===== src/rtl/ws2812_pkg.sv =====
// Shared constants for the WS2812 line encoder: 50 MHz timing defaults,
// frame geometry and the encoder state codes.
package ws2812_pkg;

  // Bit and latch timing in clock cycles at 50 MHz
  localparam int unsigned T0H_CYC_50M   = 20;     // 0.40 us
  localparam int unsigned T1H_CYC_50M   = 40;     // 0.80 us
  localparam int unsigned BIT_CYC_50M   = 63;     // 1.26 us
  localparam int unsigned RESET_CYC_50M = 15000;  // 300 us

  // One LED takes a GRB triplet of 8-bit channels
  localparam int unsigned BITS_PER_LED = 24;

  // Encoder states
  localparam logic [1:0] StIdle  = 2'd0;
  localparam logic [1:0] StHigh  = 2'd1;
  localparam logic [1:0] StLow   = 2'd2;
  localparam logic [1:0] StLatch = 2'd3;

endpackage


===== src/rtl/ws2812_timer.sv =====
// Loadable down counter with terminal-count flag. It parks at zero rather
// than wrapping, so tc_o stays high until the next load.
module ws2812_timer #(
  parameter int unsigned Width = 8
) (
  input  logic             clk,
  input  logic             rst,
  input  logic             load_i,
  input  logic [Width-1:0] load_val_i,
  output logic             tc_o
);

  logic [Width-1:0] cnt_q, cnt_d;

  // Load takes priority; otherwise count down and hold at zero
  always_comb begin
    cnt_d = cnt_q;
    if (load_i) begin
      cnt_d = load_val_i;
    end else if (cnt_q != '0) begin
      cnt_d = cnt_q - 1'b1;
    end
  end

  // Count register, synchronously cleared
  always_ff @(posedge clk) begin
    if (rst) begin
      cnt_q <= '0;
    end else begin
      cnt_q <= cnt_d;
    end
  end

  assign tc_o = (cnt_q == '0);

endmodule


===== src/rtl/ws2812_encoder.sv =====
// WS2812 single-wire encoder. Turns a stream of colour bits into fixed-period
// high/low slots, then holds the line low for the latch time after a full
// frame. A single shared timer sequences the high, low, latch and stall times.
module ws2812_encoder
  import ws2812_pkg::*;
#(
  parameter int unsigned T0H_CYC   = T0H_CYC_50M,
  parameter int unsigned T1H_CYC   = T1H_CYC_50M,
  parameter int unsigned BIT_CYC   = BIT_CYC_50M,
  parameter int unsigned RESET_CYC = RESET_CYC_50M,
  parameter int unsigned NUM_LEDS  = 64
) (
  input  logic                                   clk,
  input  logic                                   rst,
  input  logic                                   bit_in,
  input  logic                                   bit_valid,
  output logic                                   bit_ready,
  output logic                                   dout,
  output logic                                   busy,
  output logic                                   frame_done,
  output logic                                   underrun,
  output logic                                   frame_abort,
  output logic [$clog2(NUM_LEDS*BITS_PER_LED)-1:0] bit_idx_dbg
);

  localparam int unsigned TOTAL_BITS = NUM_LEDS * BITS_PER_LED;
  localparam int unsigned IDX_W      = $clog2(TOTAL_BITS);
  localparam int unsigned CNT_W      = $clog2(RESET_CYC + 1);

  localparam logic [IDX_W-1:0] LAST_IDX = IDX_W'(TOTAL_BITS - 1);

  // Timer load values are length-1 because the terminal cycle is the zero count
  localparam logic [CNT_W-1:0] T0H_LD = CNT_W'(T0H_CYC - 1);
  localparam logic [CNT_W-1:0] T1H_LD = CNT_W'(T1H_CYC - 1);
  localparam logic [CNT_W-1:0] T0L_LD = CNT_W'(BIT_CYC - T0H_CYC - 1);
  localparam logic [CNT_W-1:0] T1L_LD = CNT_W'(BIT_CYC - T1H_CYC - 1);
  localparam logic [CNT_W-1:0] RST_LD = CNT_W'(RESET_CYC - 1);

  logic [1:0]       state_q, state_d;
  logic             bit_q, bit_d;
  logic [IDX_W-1:0] bit_cnt_q, bit_cnt_d;
  logic             dout_q;
  logic             underrun_q, underrun_d;
  logic             frame_done_c, frame_abort_c;
  logic             tmr_load;
  logic [CNT_W-1:0] tmr_val;
  logic             tmr_tc;
  logic             transfer;

  ws2812_timer #(
    .Width (CNT_W)
  ) u_timer (
    .clk        (clk),
    .rst        (rst),
    .load_i     (tmr_load),
    .load_val_i (tmr_val),
    .tc_o       (tmr_tc)
  );

  // Ready depends only on state and counters so upstream can't form a loop
  always_comb begin
    bit_ready = 1'b0;
    if (state_q == StIdle) begin
      bit_ready = 1'b1;
    end else if (state_q == StLow && tmr_tc && bit_cnt_q != LAST_IDX) begin
      bit_ready = 1'b1;
    end
  end

  assign transfer = bit_valid & bit_ready;

  // Next-state, bit latch, frame counter and timer load decisions
  always_comb begin
    state_d       = state_q;
    bit_d         = bit_q;
    bit_cnt_d     = bit_cnt_q;
    underrun_d    = 1'b0;
    frame_done_c  = 1'b0;
    frame_abort_c = 1'b0;
    tmr_load      = 1'b0;
    tmr_val       = RST_LD;
    case (state_q)
      StIdle: begin
        // Mid-frame stall: the timer was loaded with the latch time on entry
        if (bit_cnt_q != '0 && tmr_tc) begin
          frame_abort_c = 1'b1;
          bit_cnt_d     = '0;
        end
        // A bit arriving on the abort cycle starts the fresh frame
        if (transfer) begin
          bit_d    = bit_in;
          state_d  = StHigh;
          tmr_load = 1'b1;
          tmr_val  = bit_in ? T1H_LD : T0H_LD;
        end
      end
      StHigh: begin
        if (tmr_tc) begin
          state_d  = StLow;
          tmr_load = 1'b1;
          tmr_val  = bit_q ? T1L_LD : T0L_LD;
        end
      end
      StLow: begin
        if (tmr_tc) begin
          bit_cnt_d = bit_cnt_q + 1'b1;
          if (bit_cnt_q == LAST_IDX) begin
            state_d  = StLatch;
            tmr_load = 1'b1;
            tmr_val  = RST_LD;
          end else if (transfer) begin
            bit_d    = bit_in;
            state_d  = StHigh;
            tmr_load = 1'b1;
            tmr_val  = bit_in ? T1H_LD : T0H_LD;
          end else begin
            state_d    = StIdle;
            underrun_d = 1'b1;
            tmr_load   = 1'b1;
            tmr_val    = RST_LD;
          end
        end
      end
      StLatch: begin
        if (tmr_tc) begin
          frame_done_c = 1'b1;
          bit_cnt_d    = '0;
          state_d      = StIdle;
        end
      end
      default: begin
        state_d = StIdle;
      end
    endcase
  end

  // State and output registers; reset drops the line low on the next cycle
  always_ff @(posedge clk) begin
    if (rst) begin
      state_q    <= StIdle;
      bit_q      <= 1'b0;
      bit_cnt_q  <= '0;
      dout_q     <= 1'b0;
      underrun_q <= 1'b0;
    end else begin
      state_q    <= state_d;
      bit_q      <= bit_d;
      bit_cnt_q  <= bit_cnt_d;
      dout_q     <= (state_d == StHigh);
      underrun_q <= underrun_d;
    end
  end

  assign dout        = dout_q;
  assign busy        = (state_q != StIdle);
  assign underrun    = underrun_q;
  // Terminal-cycle pulses are suppressed while reset is being applied
  assign frame_done  = frame_done_c & ~rst;
  assign frame_abort = frame_abort_c & ~rst;
  assign bit_idx_dbg = bit_cnt_q;

endmodule


===== config.mk =====
export PLATFORM = sky130hd
export DESIGN_NAME = ws2812_encoder
export DESIGN_NICKNAME = d
export VERILOG_FILES = /design/src/rtl/ws2812_pkg.sv /design/src/rtl/ws2812_timer.sv /design/src/rtl/ws2812_encoder.sv
export SDC_FILE = /design/constraint.sdc
export NUM_CORES = 1
export LEC_CHECK = 0
export ABC_AREA = 1
export BUFFER_PORTS_ARGS = -buffer_cell sky130_fd_sc_hd__buf_4
export CORE_MARGIN = 5
export CORE_UTILIZATION = 50
export CTS_CLUSTER_DIAMETER = 60
export DETAILED_ROUTE_END_ITERATION = 7
export PLACE_DENSITY_LB_ADDON = 0.15
export REMOVE_ABC_BUFFERS = 1
export SLEW_MARGIN = 20
export SYNTH_ARGS = -nofsm -noshare
export SYNTH_HDL_FRONTEND = slang
export SYNTH_HIERARCHICAL = 1
export SYNTH_SLANG_ARGS = --single-unit

===== constraint.sdc =====
create_clock -name clk -period 2.4 [get_ports clk]
set_input_delay 0.72 -clock clk [delete_from_list [all_inputs] [get_ports clk]]
set_output_delay 0.72 -clock clk [all_outputs]
set_load 0.005 [all_outputs]

After elaboration in Yosys (flattened, before gate mapping)
Cells that the tools add are included.
{"block": "totals", "elab_cells": 72, "register_bits": 30, "input_bits": 4, "output_inout_bits": 17}
{"block": "op_classes", "eq_ne": 10, "add_sub_neg": 2, "bitwise_logic": 6, "reduce_logical": 15, "muxes": 33}
{"operator": "$mux W14", "count": 6}
{"operator": "$pmux W14 S3", "count": 1}
{"operator": "$mux W11", "count": 3}
{"operator": "$pmux W11 S3", "count": 1}
{"operator": "$logic_not A14 Y1", "count": 1}
{"operator": "$reduce_bool A14 Y1", "count": 1}
{"operator": "$sub A14 B1 Y14 const B", "count": 1}
{"operator": "$mux W1", "count": 12}
{"operator": "$mux W6", "count": 2}
{"operator": "$add A11 B1 Y11 const B", "count": 1}
{"operator": "$eq A11 B11 Y1 const B", "count": 1}
{"operator": "$ne A11 B11 Y1 const B", "count": 1}
{"operator": "$reduce_bool A11 Y1", "count": 1}
{"operator": "$mux W2", "count": 5}
{"operator": "$pmux W2 S4", "count": 1}
{"operator": "$ne A2 B2 Y1 const B", "count": 3}
{"operator": "$reduce_bool A2 Y1", "count": 3}
{"operator": "$eq A2 B1 Y1 const B", "count": 2}
{"operator": "$eq A2 B2 Y1 const B", "count": 2}
{"operator": "$pmux W1 S2", "count": 2}
{"operator": "$reduce_and A4 Y1", "count": 1}
{"operator": "$reduce_or A4 Y1", "count": 1}
{"operator": "$and A1 B1 Y1", "count": 3}
{"operator": "$logic_and A1 B1 Y1", "count": 3}
{"operator": "other kinds (6)", "count": 8}

Logic depth before layout (Yosys ltp)
{"block": "logic_depth", "ltp_word": 11, "ltp_mapped": 18, "ltp_nobuf": 17}

By module
The synthesis kept the hierarchy.
{"mod": "ws2812_encoder", "seq_area_each_um2": 320.3, "area_per_inst_um2": 1303.8, "instances": 1, "cells_each": 193}
{"mod": "ws2812_timer", "seq_area_each_um2": 280.3, "area_per_inst_um2": 1003.5, "instances": 1, "cells_each": 158}

Worst setup path after synthesis
Ideal clock, no wire load.
{"block": "synth_timing", "path_kind": "register -> register", "start": "register u_timer.cnt_q[0]", "end": "register u_timer.cnt_q[5]", "setup_slack_ns": 0.056, "setup_ns": 0.122, "path_stages_with_launch": 16, "arrival_ns": 2.222, "period_less_slack_ns": 2.344, "n_path_buf": 2, "cell_sequence": "dfxtp_1 inv_1 ha_1 nand2_2 nor2_4 nand2_2 nor2_4 nand2_1 nor2_1 buf_2 nand2_1 a21oi_1 inv_2 buf_4 a21boi_0 a21oi_2"}
{"element": "start, declared", "line_no": "ws2812_timer.sv:13", "rtl": "logic [Width-1:0] cnt_q, cnt_d;"}
{"element": "start signal, assigned", "line_no": "ws2812_timer.sv:30", "rtl": "cnt_q <= cnt_d;"}
{"element": "$logic_not A14 Y1 (*)", "line_no": "ws2812_timer.sv:34", "rtl": "assign tc_o = (cnt_q == '0);"}
{"element": "net tmr_tc", "line_no": "ws2812_encoder.sv:47", "rtl": "logic tmr_tc;"}
{"element": "$logic_and A1 B1 Y1 (2 in series)", "line_no": "ws2812_encoder.sv:65", "rtl": "end else if (state_q == StLow && tmr_tc && bit_cnt_q != LAST_IDX) begin"}
{"element": "$mux W1", "line_no": "ws2812_encoder.sv:65"}
{"element": "$mux W1", "line_no": "ws2812_encoder.sv:63", "rtl": "if (state_q == StIdle) begin"}
{"element": "$and A1 B1 Y1", "line_no": "ws2812_encoder.sv:70", "rtl": "assign transfer = bit_valid & bit_ready;"}
{"element": "$mux W1", "line_no": "ws2812_encoder.sv:90", "rtl": "if (transfer) begin"}
{"element": "$pmux W1 S2 (*)", "line_no": "ws2812_encoder.sv:82", "rtl": "case (state_q)"}
{"element": "net tmr_load", "line_no": "ws2812_encoder.sv:45", "rtl": "logic tmr_load;"}
{"element": "$mux W14 or $reduce_bool A2 Y1 (tied branches)"}
The timed path passes the listed nets; every way through them passes the cells marked *. The select of a mux whose other input is x is not followed.
A chain may end at the register's enable or synchronous reset.

Final worst setup path
{"block": "layout_timing", "start": "register u_timer.cnt_q[0]", "end": "output bit_ready"}
{"block": "layout_between", "elab_chain_len": 5}
{"element": "$logic_not A14 Y1", "line_no": "ws2812_timer.sv:34"}
{"element": "net tmr_tc", "line_no": "ws2812_encoder.sv:47"}
{"element": "$logic_and A1 B1 Y1 (2 in series)", "line_no": "ws2812_encoder.sv:65"}
{"element": "$mux W1", "line_no": "ws2812_encoder.sv:65"}
{"element": "$mux W1", "line_no": "ws2812_encoder.sv:63"}
{"element": "end, declared", "line_no": "ws2812_encoder.sv:17", "rtl": "output logic bit_ready,"}
The timed path passes the listed nets, and every way through them passes these cells.

==> impl_results.md <==
* Final-report setup violation count at 5
* Outcome: complete, but fails checks
* Buffer type at the clock tree root: clkbuf_8
* Standby leakage power at 0.001225 uW
* Total of flip-flops plus latches after synthesis at 30
* Largest clock skew in the final design at 0.007237 ns
* Overall track demand over capacity in global routing at 0.1946
* Final-report hold violation count at 0
* F_max at 0.3924 GHz
* Adder and majority cell fraction of the synthesized area at 0.04338
* Endpoint arrival time on the critical path at 1.83 ns
* Row Count at 24
* RR Startpoint: u_timer/cnt_q[0]$_SDFFE_PP0P_
* Average instance area after synthesis at 6.573 um2
* Die height at 77.93 um
* Most common library cell in the layout ignoring fill and taps: nand2_1
* Number of antenna violations at the first check in global routing at 0
* Maxcap violations at 0
* Final critical-path setup slack at -0.1483 ns
* Portion of netlist area occupied by mux cells at 0
* Clock edge transition at the registers on the reported setup and hold paths at ~0.070 ns
* R2r setup slk at -0.07 ns
* Sequential Area at roughly 600 um2
* I/O pins at 21
* Starting utilization of the core area at 0.5227
* Remaining Overflow, GRT at 0
* Final cell area excluding filler cells at roughly 2800 um2
* DRT antenna net count at 0
* Commonest cells after routing, fill and taps aside: 84 x nand2_1, 46 x nor2_1, 44 x buf_4
* Maximum fanout count along the critical path at 4
* Synthesis warning total at 6
* Routed len/inst at approximately 13 um
* Register area share after synthesis at 0.2603
* Simple-gate area share of the yosys netlist at 0.4376
* Count of non-filler cells in the finished layout at ~450
* Synth Instances at 351
* Detail Placement HPWL at around 4 mm
* CTS max path bufs at 2
* Critical path capture point type: primary output
* Number of detailed-route iterations in the first pass at 5
* Insertion delay to the later sink of the worst-skew pair at 0.29 ns
* Cell area after placement at between 2000 and 3000 um2
* Via count of the first global-routing pass at 2186
* Combinational family with the most area after synthesis: simple AND/OR/NAND/NOR gates
* PnR Total Power at around 2300 uW
* Netlist cell types at 39
* Critical path launch point: u_timer/cnt_q[0]$_SDFFE_PP0P_
* Min Tclk post-route at 2.548 ns
* Total CTS buffers at 5
* Vias at ~2300
* # placed instances at approximately 430
* Layout fillers at between 400 and 500
* Gp weighted congestion at 0.8232
* Net count, final at about 410
* Number of port buffers at 20
* Hold crit path type: reg2reg
* Aggregate routed wire length at approximately 5.7 mm
* Wire length of the first global-routing pass at around 9.8 mm
* Violations in the final reports: setup timing
* Die area at ~6100 um2
* ANT cells at 0
* Horizontal die dimension at slightly below 80 um
* Max IR drop VDD at 0.3740 mV
* CTS tree: yes
* H-Tree Depth at 2
* Hold path startpoint: bit_q$_SDFFE_PP0P_
* Worst endpoint required time at 1.68 ns
* Startpoint type of the worst setup path: flip-flop
* Total power per unit cell area at 803.7 nW/um2
* Complex-gate fraction of the synthesized area at 0.1339
* Sinks on Clock Net at 30
* Area taken by multi-input logic gates at 1558 um2
* Number of max-slew violations in the final report at 0
* Setup repair after global routing missed its margin: true
* Worst Path Class, Setup: reg2out
* Pin count of the biggest net entering global routing at 20
* Final worst-path cycle share at 1.062
* Violation count after the first detailed-routing iteration at 163
* Core Region at approximately 4400 um2
* Layout cells sized above 1 at 0.3249
* Area of the mapped netlist at 2307 um2
* XOR/XNOR Fraction of Synth Area at 0.02657
* Hold-fix buffer count after cts at 0
* Via-per-instance ratio at just over 5
* Remaining routing DRC violations at 0
* Area growth syn-to-layout at 22.34%
[cell usage after synthesis]
master | n | share of area
xor2_1 | 6 | 0.023
nor3b_1 | 2 | 0.0065
xnor2_1 | 1 | 0.0038
o21ai_2 | 1 | 0.0038
clkbuf_1 | 3 | 0.0049
a21oi_1 | 14 | 0.030
buf_1 | 1 | 0.0016
inv_2 | 6 | 0.0098
dfxtp_1 | 30 | 0.26
conb_1 | 2 | 0.0033
nand3_1 | 21 | 0.046
clkinv_1 | 1 | 0.0016
nor2_4 | 4 | 0.020
or2_2 | 4 | 0.011
nor2_2 | 7 | 0.019
nand4_4 | 1 | 0.0092
o22ai_1 | 2 | 0.0054
nand3_4 | 1 | 0.0076
buf_4 | 1 | 0.0033
o221ai_1 | 1 | 0.0038
ha_1 | 8 | 0.043
a31oi_1 | 2 | 0.0054
nand2_1 | 86 | 0.14
nand2_4 | 3 | 0.015
nand3_2 | 4 | 0.017
nor3_1 | 5 | 0.011
o21ai_0 | 10 | 0.022
buf_12 | 1 | 0.0087
nand4_1 | 5 | 0.014
o21ai_1 | 2 | 0.0043
buf_6 | 1 | 0.0049
a21oi_2 | 13 | 0.049
nand3b_1 | 1 | 0.0033
nor2_1 | 47 | 0.076
inv_1 | 33 | 0.054
buf_2 | 3 | 0.0065
a21boi_0 | 1 | 0.0033
o2bb2ai_2 | 1 | 0.0065
nand2_2 | 16 | 0.043
[worst max-delay path, cell delays in order, from the launching register on]
cell	delay, ns
dfxtp_2	0.33
inv_2	0.08
ha_4	0.15
nand2_4	0.05
nor2_4	0.09
nand2_2	0.08
nor2_4	0.10
nand2_2	0.08
nor2_4	0.11
buf_6	0.13
nand2_2	0.05
inv_2	0.07
nand2_2	0.06
nand2_2	0.08
buf_6	0.09
[logic make-up (layout without fill, tap and decap cells)]
| kind of cell | count (synthesis) | after routing |
|---|---|---|
| xor gates and xnor gates | 7 | 7 |
| AOI/OAI and AO/OA | 47 | 47 |
| DFF | 30 | 30 |
| other | 2 | 4 |
| buffers and inverters | 50 | 94 |
| and+or+nand+nor | 207 | 207 |
| adders and majority gates | 8 | 8 |
[area by class of cell]
class | count | area share
multi-input cells | 273 | 0.5519
repair buffers | 46 | 0.1250
inverters | 40 | 0.05408
flip-flops and latches | 30 | 0.2137
clock buffers | 7 | 0.03059
clock inverters | 1 | 0.001773
well taps | 52 | 0.02305
[registers in the layout, indices dropped and copies added, names as in the netlist]
name and cells:
bit_idx_dbg 11, bit_q 1, dout 1, state_q 2, u_timer/cnt_q 14, underrun 1
[through the flow]
stage               setup slack (ns)      TNS (ns)  hold WS [ns]    util
floorplan                    -0.5159        -5.966        0.4485       -
global placement             0.04244             0        0.4817  0.5779
detailed placement      -0.000007105  -0.000007105        0.4754  0.5779
CTS                          -0.1365       -0.4494        0.4849  0.6259
global route                 -0.2645        -1.247        0.5292  0.6395
finish                       -0.1483       -0.4228        0.4868  0.6395
[where the power goes]
part | switching [uW] | internal (uW)
clock | 195 | 231
sequential | 78.8 | 585
combinational | 707 | 472
total | 981 | 1290
[layer usage]
layer | GRT usage | vias to the layer above | part of all wire
met4 | 0.04730 | 0 | 0.0076
met2 | 0.3222 | 36 | 0.47
li1 | - | 1201 | -
met1 | 0.2570 | 1026 | 0.49
met5 | 0 | - | 0
met3 | 0.04282 | 5 | 0.033
[worst paths after layout]
path                                                       to  depth (start not counted)
worst max-delay path                                bit_ready                         14
worst min-delay path                       bit_q$_SDFFE_PP0P_                          2
worst max register to register  u_timer/cnt_q[2]$_SDFFE_PP0P_                         23
worst min register to register             bit_q$_SDFFE_PP0P_                          2
[what timing repair did]
item	4_1_cts	5_1_grt
pin swaps	6	5
buffers inserted	10	4
endpoints found under the setup margin	6	19
resized for setup	16	7
No activity file was read; power rests on OpenSTA's default activity.
